File: src/rtl/liteeth_sram_fifo_ctrl.sv
// Purpose: 64-bit streaming FIFO built on a 1rw1r 64x1024 SRAM (rw0 writes, r0 reads) with a 3-entry prefetch queue.
// Latency: a word pushed in cycle T is presented on out_valid_out/out_data_out in cycle T+3.
// Backpressure: in_ready_out drops while the SRAM holds DEPTH words; pop side stalls on out_ready_in; flush_in blocks both.
//
// Ports:
//   clk, rst_n_in (sync, active-low), flush_in  - clock, reset, synchronous clear
//   in_valid_in / in_data_in / in_ready_out     - push stream (MAC RX)
//   out_valid_out / out_data_out / out_ready_in - pop stream (DMA reader)
//   level_out                                   - words held: SRAM + read in flight + output queue
//   sram_rw0_*                                  - macro write port
//   sram_r0_*                                   - macro read port (registered, 1-cycle latency)
module liteeth_sram_fifo_ctrl #(
    parameter int DEPTH    = 1024,
    parameter int AW       = 10,
    parameter int DW       = 64,
    parameter int OQ_DEPTH = 3
) (
    input  logic          clk,
    input  logic          rst_n_in,
    input  logic          flush_in,
    input  logic          in_valid_in,
    input  logic [DW-1:0] in_data_in,
    output logic          in_ready_out,
    output logic          out_valid_out,
    output logic [DW-1:0] out_data_out,
    input  logic          out_ready_in,
    output logic [AW:0]   level_out,
    output logic          sram_rw0_ce_out,
    output logic          sram_rw0_we_out,
    output logic [AW-1:0] sram_rw0_addr_out,
    output logic [DW-1:0] sram_rw0_wd_out,
    output logic          sram_r0_ce_out,
    output logic [AW-1:0] sram_r0_addr_out,
    input  logic [DW-1:0] sram_r0_rd_in
);

    localparam logic [AW:0] SRAM_FULL = (AW+1)'(DEPTH);
    localparam logic [2:0]  OQ_MAX    = 3'(OQ_DEPTH);

    logic [AW-1:0] wr_ptr;
    logic [AW-1:0] rd_ptr;
    logic [AW:0]   sram_cnt;
    logic          rd_pipe;

    logic [DW-1:0] oq_mem [0:2];
    logic [1:0]    oq_rd_idx;
    logic [1:0]    oq_wr_idx;
    logic [1:0]    oq_cnt;

    logic          push;
    logic          pop;
    logic          issue;
    logic [2:0]    oq_occ;

    function automatic logic [1:0] oq_next(input logic [1:0] idx);
        return (idx == 2'd2) ? 2'd0 : idx + 2'd1;
    endfunction

    // Handshakes and read issue. The occupancy test counts the word already
    // in flight so the queue never needs a fourth slot when it lands.
    always_comb begin
        in_ready_out  = (sram_cnt != SRAM_FULL) && !flush_in;
        push          = in_valid_in && in_ready_out;
        out_valid_out = (oq_cnt != 2'd0) && !flush_in;
        pop           = out_valid_out && out_ready_in;
        oq_occ        = {1'b0, oq_cnt} + {2'b00, rd_pipe};
        issue         = (sram_cnt != '0) && (oq_occ < OQ_MAX + {2'b00, pop}) && !flush_in;
    end

    // SRAM port drive; idle ports are held at zero.
    always_comb begin
        sram_rw0_ce_out   = 1'b0;
        sram_rw0_we_out   = 1'b0;
        sram_rw0_addr_out = '0;
        sram_rw0_wd_out   = '0;
        sram_r0_ce_out    = 1'b0;
        sram_r0_addr_out  = '0;
        if (push) begin
            sram_rw0_ce_out   = 1'b1;
            sram_rw0_we_out   = 1'b1;
            sram_rw0_addr_out = wr_ptr;
            sram_rw0_wd_out   = in_data_in;
        end
        if (issue) begin
            sram_r0_ce_out   = 1'b1;
            sram_r0_addr_out = rd_ptr;
        end
    end

    // Data is gated by valid so stale queue contents never leak after a clear.
    always_comb begin
        out_data_out = out_valid_out ? oq_mem[oq_rd_idx] : '0;
        level_out    = sram_cnt + (AW+1)'(rd_pipe) + (AW+1)'(oq_cnt);
    end

    always_ff @(posedge clk) begin
        if (!rst_n_in || flush_in) begin
            wr_ptr    <= '0;
            rd_ptr    <= '0;
            sram_cnt  <= '0;
            rd_pipe   <= 1'b0;
            oq_rd_idx <= 2'd0;
            oq_wr_idx <= 2'd0;
            oq_cnt    <= 2'd0;
        end else begin
            if (push) begin
                wr_ptr <= wr_ptr + 1'b1;
            end
            if (issue) begin
                rd_ptr <= rd_ptr + 1'b1;
            end
            sram_cnt <= sram_cnt + (AW+1)'(push) - (AW+1)'(issue);
            rd_pipe  <= issue;
            if (rd_pipe) begin
                oq_wr_idx <= oq_next(oq_wr_idx);
            end
            if (pop) begin
                oq_rd_idx <= oq_next(oq_rd_idx);
            end
            oq_cnt <= oq_cnt + 2'(rd_pipe) - 2'(pop);
        end
    end

    // Read data is captured only on the cycle after an issue; the macro's
    // output is undefined otherwise.
    always_ff @(posedge clk) begin
        if (rst_n_in && !flush_in && rd_pipe) begin
            oq_mem[oq_wr_idx] <= sram_r0_rd_in;
        end
    end

endmodule

File: config.mk
export PLATFORM = sky130hd
export DESIGN_NAME = liteeth_sram_fifo_ctrl
export DESIGN_NICKNAME = d
export VERILOG_FILES = /design/src/rtl/liteeth_sram_fifo_ctrl.sv
export SDC_FILE = /design/constraint.sdc
export NUM_CORES = 1
export LEC_CHECK = 0
export CAP_MARGIN = 20
export CORE_ASPECT_RATIO = 0.9
export CORE_UTILIZATION = 45
export DETAILED_ROUTE_END_ITERATION = 8
export DONT_BUFFER_PORTS = 1
export MAX_ROUTING_LAYER = met4
export PLACE_DENSITY_LB_ADDON = 0.2
export SYNTH_ARGS = -nofsm -noshare
export SYNTH_HDL_FRONTEND = slang
export SYNTH_SLANG_ARGS = --single-unit
File: constraint.sdc
create_clock -name clk -period 5.85 [get_ports clk]
set_input_delay 0.585 -clock clk [delete_from_list [all_inputs] [get_ports clk]]
set_output_delay 0.585 -clock clk [all_outputs]
set_load 0.02 [all_outputs]
# After elaboration in Yosys (flattened, before gate mapping)

Memory sizes are Yosys's and may differ from the RTL's. A register that Yosys moved wholly into a read port is not among the register bits.
Cells that the tools add are included.

Register bits after elaboration: 38
RAM bits: 192
Input bits: 133
Output and inout bits: 164
Word-level logic and storage cells: 49
Memories: 1

Add/subtract/negate cells: 12
Magnitude comparators: 1
Equality and inequality tests: 3
Multiplexer cells: 12
Reductions and logical operators: 13

Memories:

| memory | depth | bits a word | rd ports | clocked after memory_dff | wr ports | RTL line | text |
|---|---|---|---|---|---|---|---|
| oq_mem | 3     | 64          | 1        | 1                        | 1        | 45       | `logic [DW-1:0] oq_mem [0:2];` |

Operators with widths:

| cell                    | number |
|---|---|
| $mux W64                | 2 |
| $add A11 B1 Y11         | 2 |
| $add A10 B1 Y10 const B | 2 |
| $mux W10                | 2 |
| $add A11 B2 Y11         | 1 |
| $ne A11 B11 Y1 const B  | 1 |
| $reduce_bool A11 Y1     | 1 |
| $sub A11 B1 Y11         | 1 |
| $logic_and A1 B1 Y1     | 8 |
| $mux W2                 | 4 |
| $add A2 B1 Y2 const B   | 2 |
| $eq A2 B2 Y1 const B    | 2 |
| $mux W1                 | 4 |
| $add A2 B1 Y3           | 1 |
| $add A2 B1 Y3 const A   | 1 |
| $lt A3 B3 Y1            | 1 |
| $add A2 B1 Y2           | 1 |
| $logic_not A1 Y1        | 2 |
| $reduce_bool A2 Y1      | 1 |
| $sub A2 B1 Y2           | 1 |
| $logic_or A1 B1 Y1      | 1 |

# Depth between registers and ports, before layout

Gate-level depths: netlist of the first run.

Depth after elaboration: 8
Gate-level depth with buffers: 15
Gate-level depth less buffers: 14

# Least setup slack after synthesis of the first run

Ideal clock, no wire load.

Path type: in2reg
From: input rst_n_in
To: memory oq_mem[1][0] (enable)
Setup time: 0.578 ns
Arrival time: 5.728 ns
Required time: 5.272 ns
Setup slack: -0.456 ns
Cell stages on the path: 3
Path buffers: 0
Path through: nor2b_1 > nand2_1 > nor3b_1

Cells in the longest elaborated chain, start to end: 4

Ends and longest elaborated chain:

| element                          | RTL line | text |
|---|---|---|
| start: declaration               | 19       | `input logic rst_n_in,` |
| $logic_and A1 B1 Y1 (2 in a row) | 127      | `if (rst_n_in && !flush_in && rd_pipe) begin` |
| $mux W1                          | 127      |  |
| $mux W1 (not written as such)    | 128      | `oq_mem[oq_wr_idx] <= sram_r0_rd_in;` |
| end: declaration                 | 45       |  |

Every way passes these cells.

# Final worst setup path of the first run

From: register oq_cnt[0]
To: register sram_cnt[10]

Cells in the longest elaborated chain, start to end: 8
Elaborated cells on any way between the ends: 9
Those cells by class: 3 x add/sub; 1 x order compare; 5 x reduce/logical

Ends and longest elaborated chain:

| element                            | RTL line | text |
|---|---|---|
| start: declaration                 | 48       | `logic [1:0] oq_cnt;` |
| start signal: assignment           | 120      | `oq_cnt <= oq_cnt + 2'(rd_pipe) - 2'(pop);` |
| $reduce_bool A2 Y1                 | 64       | `out_valid_out = (oq_cnt != 2'd0) && !flush_in;` |
| $logic_and A1 B1 Y1                | 64       |  |
| $logic_and A1 B1 Y1                | 65       | `pop = out_valid_out && out_ready_in;` |
| $add A2 B1 Y3                      | 67       | `issue = (sram_cnt != '0) && (oq_occ < OQ_MAX + {2'b00, pop}) && !flush_in;` |
| $lt A3 B3 Y1 *                     | 67       |  |
| $logic_and A1 B1 Y1 * (2 in a row) | 67       |  |
| $sub A11 B1 Y11 *                  | 112      | `sram_cnt <= sram_cnt + (AW+1)'(push) - (AW+1)'(issue);` |
| end signal: assignment             | 112      |  |
| end: declaration                   | 42       | `logic [AW:0] sram_cnt;` |

Every way passes the cells marked *; elsewhere a longest branch is shown, timed or not.
A chain may end at the register's enable or synchronous reset.

==> metrics.md, run 1 <==
| Metric | Value |
|---|---|
| Total number of vias | `6,353` |
| Num CTS Buffers | `26` |
| CTS root buf | `clkbuf_16` |
| Finished Layout Cells | `around 1,200` |
| Slew Limit Fails | `0` |
| Final Setup Violations | `0` |
| Critical path class | `reg2reg` |
| Post-CTS Setup Inserts | `0` |
| Avg Cell Area, Syn | `roughly 12 um^2` |
| CTS tree | `built` |
| Synth top area cells | `edfxtp_1, dfxtp_1, mux2i_1, nor2_1, and2_1` |
| Pleak | `3.88 nW` |
| Yosys top cell area share | `55.5%` |
| R2R cell count | `14` |
| Largest net degree at the start of global routing | `85` |
| Simple-gate share of the synthesized area | `15.6%` |
| Status | `completed` |
| Slowest cell delay on critical path | `roughly 540 ps` |
| WP data arrival | `4060 ps` |
| Hold Slack | `148 ps` |
| Fill count | `1,914` |
| Core area | `22,600 um^2` |
| Post-synth EDFFs | `192` |
| Hold Crit Class | `in2reg` |
| CP Depth | `14` |
| Chip width | `162 um` |
| Max clock buf depth | `3` |
| Worst endpoint required time | `6240 ps` |
| Combinational Power Share | `19.4%` |
| Final hold violations | `0` |
| Count of cell types in the netlist | `45` |
| Clock sinks | `232` |
| YS warnings | `0` |
| Compound-Gate Fraction of Synth Area | `5.11%` |
| Main synth FF type | `edfxtp_1` |
| Clk pwr share | `35.7%` |
| Hold Crit Depth | `0` |
| F_max | `about 270 MHz` |
| Buf+Inv Stages, Crit Path | `1` |
| First-pass GRT wire length | `36,600 um` |
| Starting DRT DRC Count | `between 300 and 400` |
| Critical Path Slowest Stage Cell | `a21oi_2` |
| Row Count | `52` |
| Adder-Cell Fraction of Synth Area | `3.95%` |
| Seq cells post-synth | `232` |
| Sequential Power Share | `44.9%` |
| Sw Ratio | `28.6%` |
| WL final | `around 25,000 um` |
| Initial Util | `between 40% and 50%` |
| Synthesized Nets | `1,020` |
| Clock-pin slew on the worst setup and hold paths | `approximately 60 ps` |
| Most frequent cells in the layout | `edfxtp_1, nor2_1, and2_1` |
| Post-CTS Resized | `0` |
| Post-route minimum period | `roughly 3700 ps` |
| Flop2flop setup slack | `2180 ps` |
| H-tree depth | `1` |
| CP most frequent cell | `ha_1` |
| Total track usage | `between 20% and 30%` |
| Final nets | `roughly 1,000` |
| Multi-input gate area | `around 3600 um^2` |
| Critical Path End Type | `flop` |
| RSZ-0062 raised after global routing | `false` |
| Die H | `146 um` |
| WL/cell | `21.1 um` |
| Largest family of logic cells by synthesized area | `simple AND/OR/NAND/NOR gates` |
| Final period util | `62.8%` |
| Clock Skew | `13.2 ps` |
| Sw Pwr | `0.00121 W` |
| Max transition margin | `34.1%` |
| Cells after Synth | `856` |
| Pre-Repair DR Iteration Count | `4` |
| Post-DP HPWL | `16,700 um` |
| Power per cell area | `369 nW/um^2` |
| Cell area after synthesis | `10,400 um^2` |
| DRT antenna net count | `0` |
| Worst-Margin Slew | `989 ps` |
| Vias in the first global route | `around 6,400` |
| Antenna diodes | `0` |
| Cell taking the most area after synthesis | `edfxtp_1` |
| Routability Congestion | `~0.94` |
| Maximum vdd drop | `~0.00026 V` |
| Later-pin clock latency in the skew report | `530 ps` |
| Multiplexer share of the synthesized area | `around 6.4%` |
| Port Buffers | `0` |
| Total grt overflow | `0` |
| Initial antenna violation count | `0` |
| Post-synthesis xor/xnor area fraction | `2.95%` |
| Drt drc | `0` |
| Crit-path cells | `ha_1, ha_1, nand2_1, a21oi_2, nor2_1, ha_1, inv_1, ha_1, fa_1, a211o_1, nand3_1, a21oi_1, nor4_1, nor3_1` |
| Max Cap Violations | `0` |
| Asr flop ratio synth | `0%` |
| Routed vias/inst | `5.44` |
| Seq/Total Area, Yosys | `a little over three fifths` |
| Top Ports | `297` |
| Commonest non-fill, non-tap cell in the layout | `edfxtp_1` |
| P_int | `0.00302 W` |
| Layout area overhead | `10.5%` |
| Register area | `6570 um^2` |
| Layout cell share with drive strength beyond 1 | `7.13%` |
| Full die area | `23,700 um^2` |
| CP Max Fanout | `11` |
| Crit path max-delay family | `adder cells` |
| Worst setup SP type | `flop` |
| Placed insts | `1,119` |
| Post-CTS Hold Buffers | `0` |
==> final cells by class <==
cell class | instances | area share (%)
Timing Repair Buffer | 11 | 0.818
Inverter | 23 | 0.752
Sequential cell | 232 | 57.3
Multi-Input combinational cell | 557 | 31.0
Clock inverter | 12 | 0.872
Tap cell | 297 | 3.24
Clock buffer | 35 | 6.05
==> layer usage <==
layer  part of all wire (%)  vias to the layer above  GRT usage (%)
met5                      0                        -              -
li1                       -                     2973              -
met4                    4.6                        0           9.20
met1                     38                     3072           22.7
met2                     50                      255           36.1
met3                    7.5                       53           5.11
==> cell families after synthesis <==
logic type,count (synthesis)
fa+ha+maj,31
mux,66
flops,232
compound gates,96
buf+inv,67
xor+xnor,35
simple gates,329
==> power by group through the flow <==
stage	Sequential (W)	Combinational [W]	Clock, W
after global placement	0.00193	0.000789	0
after global routing	0.00191	0.000886	0.00161
final	0.00190	0.000819	0.00151
after floorplan	0.00193	0.000664	0
after detailed placement	0.00194	0.000803	0
after CTS	0.00190	0.000809	0.00154
==> synthesized netlist by cell type, drive strengths merged, types with 8 or more instances <==
master,number
a21oi,78
mux2i,66
clkbuf,24
nor3,9
xnor2,27
nand3,11
buf,20
edfxtp,192
dfxtp,40
xor2,8
and2,89
ha,28
nor2,170
nand2,18
inv,23
==> flip-flops by register name (all words and copies together), names as in the netlist, named ones only <==
signal,count
rd_ptr,10
oq_mem,192
sram_cnt,11
rd_pipe,1
wr_ptr,10
oq_rd_idx,2
oq_cnt,2
oq_wr_idx,2
==> worst reg2reg max path, delay by kind of cell (launching register included) <==
kind / cells / cell delay [ps]
AO/OA/AOI/OAI: 3 / 940
adder cells (fa/ha/maj): 5 / 1450
buffers and inverters: 1 / 40
flip-flops: 1 / 370
AND/OR/NAND/NOR: 5 / 750
==> through the flow <==
step	power, W	util [%]	worst slack (ps)	TNS, ps	area [um^2]
2_1_floorplan	0.00259	-	-456	-62600	10400
3_3_place_gp	0.00272	47.2	1900	0	10700
3_5_place_dp	0.00274	47.3	1830	0	10700
4_1_cts	0.00425	50.8	1780	0	11500
5_1_grt	0.00440	50.8	1890	0	11500
6_report	0.00423	50.8	2180	0	11500
==> path summary, 6_finish.rpt <==
check | from | end
hold / removal | sram_r0_rd_in[23] | oq_mem[2][23]$_DFFE_PP_
setup reg to reg | oq_cnt[0]$_SDFF_PP0_ | sram_cnt[10]$_SDFF_PP0_
hold reg to reg | wr_ptr[9]$_SDFFE_PP0N_ | wr_ptr[9]$_SDFFE_PP0N_
setup / recovery | oq_cnt[0]$_SDFF_PP0_ | sram_cnt[10]$_SDFF_PP0_
Note: power is estimated with default switching activity, not from simulation.
==> run 2, diff against run 1 <==
Clock period 5.85 ns to 3.7 ns, I/O delays scaled along.
==> run 2 against run 1 <==
Against the previous run:
- power increased by 62%
- flip-flop and latch count unchanged
- setup slack got worse by 1600 ps
- clock skew decreased by 0.60 ps
- combinational power increased by 67%
- count of clock-buffer cells in the layout decreased by 4
- register-to-register slack got worse by 1600 ps
- clock power increased by 65%
- routed wire length increased by 7.8%
- sequential share of layout area decreased by 3.6 points
- critical path type unchanged
- critical endpoint is now sram_cnt[8]$_SDFF_PP0_
==> metrics.md, run 2 (same netlist as run 1, synthesis figures left out) <==
| Metric | Value |
|---|---|
| Status | `completed (unchanged)` |
| Final Setup Violations | `0 (unchanged)` |
| Worst-Margin Slew | `844 ps (was 989 ps)` |
| Slew Limit Fails | `0 (unchanged)` |
| Core area | `22,600 um^2 (unchanged)` |
| Max FFs per register | `192 (unchanged)` |
| Max transition margin | `43.7% (was 34.1%)` |
| Initial antenna violation count | `15 (was 0)` |
| Routability Congestion | `0.947 (was 0.943)` |
| Drt drc | `0 (unchanged)` |
| Full die area | `23,700 um^2 (unchanged)` |
| Worst endpoint required time | `4100 ps (was 6240 ps)` |
| Power per cell area | `561 nW/um^2 (was 369 nW/um^2)` |
| Starting DRT DRC Count | `329 (was 349)` |
| Critical Path End Type | `flop (unchanged)` |
| Clock-pin slew on the worst setup and hold paths | `60 ps (about the same)` |
| CP Max Fanout | `5 (was 11)` |
| Row Count | `52 (unchanged)` |
| Critical Path Slowest Stage Cell | `fa_1 (was a21oi_2)` |
| Chip width | `162 um (unchanged)` |
| CP most frequent cell | `ha_1 (unchanged)` |
| Port Buffers | `0 (unchanged)` |
| Post-DP HPWL | `18,500 um (was 16,700 um)` |
| Critical path class | `reg2reg (unchanged)` |
| Crit path max-delay family | `adder cells (unchanged)` |
| Max clock buf depth | `3 (unchanged)` |
| Fin area | `12,200 um^2 (was 11,500 um^2)` |
| CTS tree | `built (unchanged)` |
| Fill count | `1,886 (was 1,914)` |
| Pleak | `4.18 nW (was 3.88 nW)` |
| Finished Layout Cells | `1,244 (was 1,167)` |
| Post-route minimum period | `3170 ps (was 3670 ps)` |
| Final hold violations | `0 (unchanged)` |
| F_max | `315 MHz (was 272 MHz)` |
| Clock sinks | `232 (unchanged)` |
| Commonest non-fill, non-tap cell in the layout | `edfxtp_1 (unchanged)` |
| Clock Skew | `12.7 ps (was 13.2 ps)` |
| Final nets | `1,083 (was 1,015)` |
| CTS root buf | `clkbuf_16 (unchanged)` |
| Hold Slack | `82.7 ps (was 148 ps)` |
| Pre-Repair DR Iteration Count | `4 (unchanged)` |
| Routed vias/inst | `5.35 (was 5.44)` |
| Total track usage | `22.7% (was 20.9%)` |
| Placed insts | `1,124 (was 1,119)` |
| Placed inst area | `10,700 um^2 (about the same)` |
| Largest regs | `oq_mem: 192 flops, sram_cnt: 11 flops (unchanged)` |
| Hold Crit Class | `in2reg (unchanged)` |
| Slowest cell delay on critical path | `430 ps (was 540 ps)` |
| Most frequent cells in the layout | `edfxtp_1, nor2_1, and2_1 (unchanged)` |
| Buf+Inv Stages, Crit Path | `2 (was 1)` |
| Num CTS Buffers | `25 (was 26)` |
| WL/cell | `21.3 um (was 21.1 um)` |
| Biggest register | `oq_mem (unchanged)` |
| Total grt overflow | `0 (unchanged)` |
| RSZ-0062 raised after global routing | `false (unchanged)` |
| Top Ports | `297 (unchanged)` |
| Maximum vdd drop | `0.000346 V (was 0.000260 V)` |
| Total number of vias | `6,652 (was 6,353)` |
| Layout area overhead | `17.9% (was 10.5%)` |
| Later-pin clock latency in the skew report | `530 ps (about the same)` |
| WL final | `26,500 um (was 24,600 um)` |
| Die H | `146 um (unchanged)` |
| Layout cell share with drive strength beyond 1 | `6.94% (was 7.13%)` |
| H-tree depth | `1 (unchanged)` |
| Core Util, Final | `54.3% (was 50.8%)` |
| First-pass GRT wire length | `39,300 um (was 36,600 um)` |
| Initial Util | `46.0% (unchanged)` |
| Post-CTS Setup Inserts | `0 (unchanged)` |
| Largest net degree at the start of global routing | `85 (unchanged)` |
| Worst setup SP type | `flop (unchanged)` |
| Vias in the first global route | `6,699 (was 6,351)` |
| DRT antenna net count | `0 (unchanged)` |
| WP data arrival | `3580 ps (was 4060 ps)` |
| Final period util | `85.8% (was 62.8%)` |
| Post-CTS Resized | `0 (unchanged)` |
| Crit-path cells | `inv_1, ha_1, nand4bb_1, o31ai_2, nor2_1, ha_1, inv_1, ha_1, fa_1, a211o_1, a31oi_1, a21oi_1, xnor2_1, nor2_1 (was ha_1, ha_1, nand2_1, a21oi_2, nor2_1, ha_1, inv_1, ha_1, fa_1, a211o_1, nand3_1, a21oi_1, nor4_1, nor3_1)` |
| Post-CTS Hold Buffers | `65 (was 0)` |
| Max Cap Violations | `0 (unchanged)` |
==> run 2: path summary, 6_finish.rpt <==
path                                              from                      to  slack (ps)  cells past startpoint
worst max-delay path            sram_cnt[5]$_SDFF_PP0_  sram_cnt[8]$_SDFF_PP0_         530                     14
worst min register to register  rd_ptr[8]$_SDFFE_PP0N_  rd_ptr[8]$_SDFFE_PP0N_         510                      2
worst max register to register  sram_cnt[5]$_SDFF_PP0_  sram_cnt[8]$_SDFF_PP0_         530                     14
worst min-delay path                          rst_n_in  sram_cnt[2]$_SDFF_PP0_          80                      2
==> run 2: cell type report <==
class | instances | area [um^2] | share of cell area [%]
Antenna cell | 10 | 25.0 | 0.204
Sequential cell | 232 | 6570 | 53.7
Clock buffer | 31 | 648 | 5.29
Inverter | 23 | 86.3 | 0.705
Multi-Input combinational cell | 557 | 3570 | 29.2
Timing Repair Buffer | 80 | 788 | 6.44
Clock inverter | 14 | 180 | 1.47
Tap cell | 297 | 372 | 3.03
==> run 2: per-stage QoR <==
stage          TNS [ps]  total power (W)  setup WS (ps)
3_3_place_gp          0          0.00434            662
6_report              0          0.00687            527
2_1_floorplan    -25930          0.00409           -168
5_1_grt               0          0.00718            286
3_5_place_dp          0          0.00435            584
4_1_cts               0          0.00693            530
==> run 2: power by group <==
group | internal (W) | leakage (nW) | total (W) | switching (W)
logic | 0.000515 | 1.72 | 0.00137 | 0.000855
clock network | 0.00152 | 0.407 | 0.00249 | 0.000970
registers | 0.00292 | 2.06 | 0.00300 | 0.0000820
==> run 2: routing by layer <==
| metal | wire [um] | part of all wire (%) | vias up | global-route usage, % |
|---|---|---|---|---|
| li1 | - | - | 3126 | - |
| met1 | 9940 | 37 | 3206 | 24.8 |
| met2 | 13300 | 50 | 260 | 38.0 |
| met3 | 2090 | 7.9 | 60 | 6.34 |
| met4 | 1170 | 4.4 | 0 | 10.8 |
| met5 | 0 | 0 | - | - |
==> run 3, diff against run 2 <==
Settings changed: PLACE_DENSITY_LB_ADDON 0.2 to unset.
==> run 3 against run 2 <==
Against the previous run:
- fmax rose by 0.32%
- via count decreased by 0.47%
- final area is 0.30% lower
- die area unchanged
==> metrics.md, run 3 (same netlist as run 1, synthesis figures left out) <==
| Metric | Value |
|---|---|
| Post-CTS Resized | `0 (unchanged)` |
| Pleak | `4.17 nW (was 4.18 nW)` |
| Routability Congestion | `0.963 (was 0.947)` |
| Final period util | `85.5% (was 85.8%)` |
| Post-route minimum period | `3160 ps (was 3170 ps)` |
| Worst r2r src | `sram_cnt[5]$_SDFF_PP0_ (unchanged)` |
| Placed insts | `1,122 (was 1,124)` |
| Worst Setup SP | `sram_cnt[5]$_SDFF_PP0_ (unchanged)` |
| Layout area overhead | `17.6% (was 17.9%)` |
| Setup_tns | `0 ps (unchanged)` |
| H-tree depth | `1 (unchanged)` |
| Hold Crit Class | `in2reg (unchanged)` |
| CTS root buf | `clkbuf_16 (unchanged)` |
| Final WS setup | `537 ps (was 527 ps)` |
| Slew Limit Fails | `0 (unchanged)` |
| Most frequent cells in the layout | `edfxtp_1, nor2_1, and2_1 (unchanged)` |
| DRT antenna net count | `0 (unchanged)` |
| Clock sinks | `232 (unchanged)` |
| Starting DRT DRC Count | `329 (unchanged)` |
| Status | `completed (unchanged)` |
| Finished Layout Cells | `1,239 (was 1,244)` |
| First-pass GRT wire length | `38,800 um (was 39,300 um)` |
| Final nets | `1,082 (was 1,083)` |
| Power per cell area | `554 nW/um^2 (was 561 nW/um^2)` |
| WL/cell | `21.2 um (was 21.3 um)` |
| Total number of vias | `6,621 (was 6,652)` |
| CP Max Fanout | `5 (unchanged)` |
| Final hold violations | `0 (unchanged)` |
| Num CTS Buffers | `25 (unchanged)` |
| Total track usage | `22.4% (was 22.7%)` |
| Pre-Repair DR Iteration Count | `7 (was 4)` |
| Post-DP HPWL | `18,100 um (was 18,500 um)` |
| Worst-Margin Slew | `816 ps (was 844 ps)` |
| Initial Util | `46.0% (unchanged)` |
| Later-pin clock latency in the skew report | `510 ps (was 530 ps)` |
| Commonest non-fill, non-tap cell in the layout | `edfxtp_1 (unchanged)` |
| Maximum vdd drop | `0.000325 V (was 0.000346 V)` |
| Layout cell share with drive strength beyond 1 | `6.62% (was 6.94%)` |
| Row Count | `52 (unchanged)` |
| Core Util, Final | `54.1% (was 54.3%)` |
| Max clock buf depth | `3 (unchanged)` |
| Full die area | `23,700 um^2 (unchanged)` |
| Port Buffers | `0 (unchanged)` |
| Vias in the first global route | `6,514 (was 6,699)` |
| Drt drc | `0 (unchanged)` |
| Clock-pin slew on the worst setup and hold paths | `60 ps (about the same)` |
| F_max | `316 MHz (was 315 MHz)` |
| Die H | `146 um (unchanged)` |
| WP data arrival | `3570 ps (was 3580 ps)` |
| Largest net degree at the start of global routing | `85 (unchanged)` |
| Min-delay src | `out_ready_in (was rst_n_in)` |
| Final Setup Violations | `0 (unchanged)` |
| Max FFs per register | `192 (unchanged)` |
| WL final | `26,200 um (was 26,500 um)` |
| Worst setup SP type | `flop (unchanged)` |
| Top Ports | `297 (unchanged)` |
| Critical path class | `reg2reg (unchanged)` |
| Post-CTS Setup Inserts | `0 (unchanged)` |
| RSZ-0062 raised after global routing | `false (unchanged)` |
| Initial antenna violation count | `16 (was 15)` |
| Routed vias/inst | `5.34 (was 5.35)` |
| Max transition margin | `45.6% (was 43.7%)` |
| Worst endpoint required time | `4110 ps (was 4100 ps)` |
| Critical Path End Type | `flop (unchanged)` |
| Chip width | `162 um (unchanged)` |
| Biggest register | `oq_mem (unchanged)` |
| CTS tree | `built (unchanged)` |
| Largest regs | `oq_mem: 192 flops, sram_cnt: 11 flops (unchanged)` |
| Total grt overflow | `0 (unchanged)` |
| Core area | `22,600 um^2 (unchanged)` |
| Post-Place Worst Slack | `563 ps (was 584 ps)` |
| Clock Skew | `14.5 ps (was 12.7 ps)` |
| Max Cap Violations | `0 (unchanged)` |
==> run 3: cell types whose count changed in the layout (fill, tap and decap cells not counted), moves of 2 or more <==
| cell | before | now |
|---|---|---|
| diode_2 | 10 | 6 |
| clkbuf_1 | 6 | 4 |
| buf_4 | 13 | 11 |
| clkinv_1 | 4 | 8 |
==> run 3: where the power goes <==
group,total (W),switching [W],internal (W)
combinational,0.00137,0.000853,0.000515
sequential,0.00301,0.0000838,0.00292
clock,0.00239,0.000954,0.00144
==> run 3: per-layer routing <==
layer / vias to the layer above / routed length (um) / global-route usage [%]
met3: 52 / 1500 / 4.18
met2: 274 / 13400 / 38.2
met5: - / 0 / -
li1: 3121 / - / -
met1: 3174 / 10600 / 26.6
met4: 0 / 720 / 7.12
==> run 3: area by class of cell <==
cell class	count	area, um^2
Fill cell	1888	10400
Clock inverter	16	149
Clock buffer	29	641
Multi-Input combinational cell	557	3570
Tap cell	297	372
Antenna cell	6	15.0
Sequential cell	232	6570
Timing Repair Buffer	79	801
Inverter	23	86.3
==> run 3: worst max-delay path, cell delays in order (launching register included) <==
cell       delay, ps
dfxtp_1          360
inv_1            100
ha_1             180
nand4bb_1        190
o31ai_2          280
nor2_1           120
ha_1             290
inv_1             40
ha_1             200
fa_1             430
a211o_1          300
a31oi_1          250
a21oi_1          120
xnor2_1          150
nor2_1            60
==> run 3: final timing paths <==
check                           slack, ps                      to  cells past startpoint
worst max-delay path                  540  sram_cnt[8]$_SDFF_PP0_                     14
worst min-delay path                  170    oq_cnt[1]$_SDFF_PP0_                      3
worst max register to register        540  sram_cnt[8]$_SDFF_PP0_                     14
worst min register to register        510  rd_ptr[9]$_SDFFE_PP0N_                      2
==> run 3: stage by stage <==
stage / hold slack, ps / power, W / cell area (um^2)
6_report: 166 / 0.00677 / 12200
2_1_floorplan: 458 / 0.00409 / 10400
5_1_grt: 204 / 0.00706 / 12200
4_1_cts: 151 / 0.00682 / 12200
3_3_place_gp: 469 / 0.00432 / 10700
3_5_place_dp: 469 / 0.00434 / 10700
==> run 3: timing repair <==
item	CTS	global route
hold buffers	65	0
endpoints found under the hold margin	193	0
setup endpoints to repair	0	0
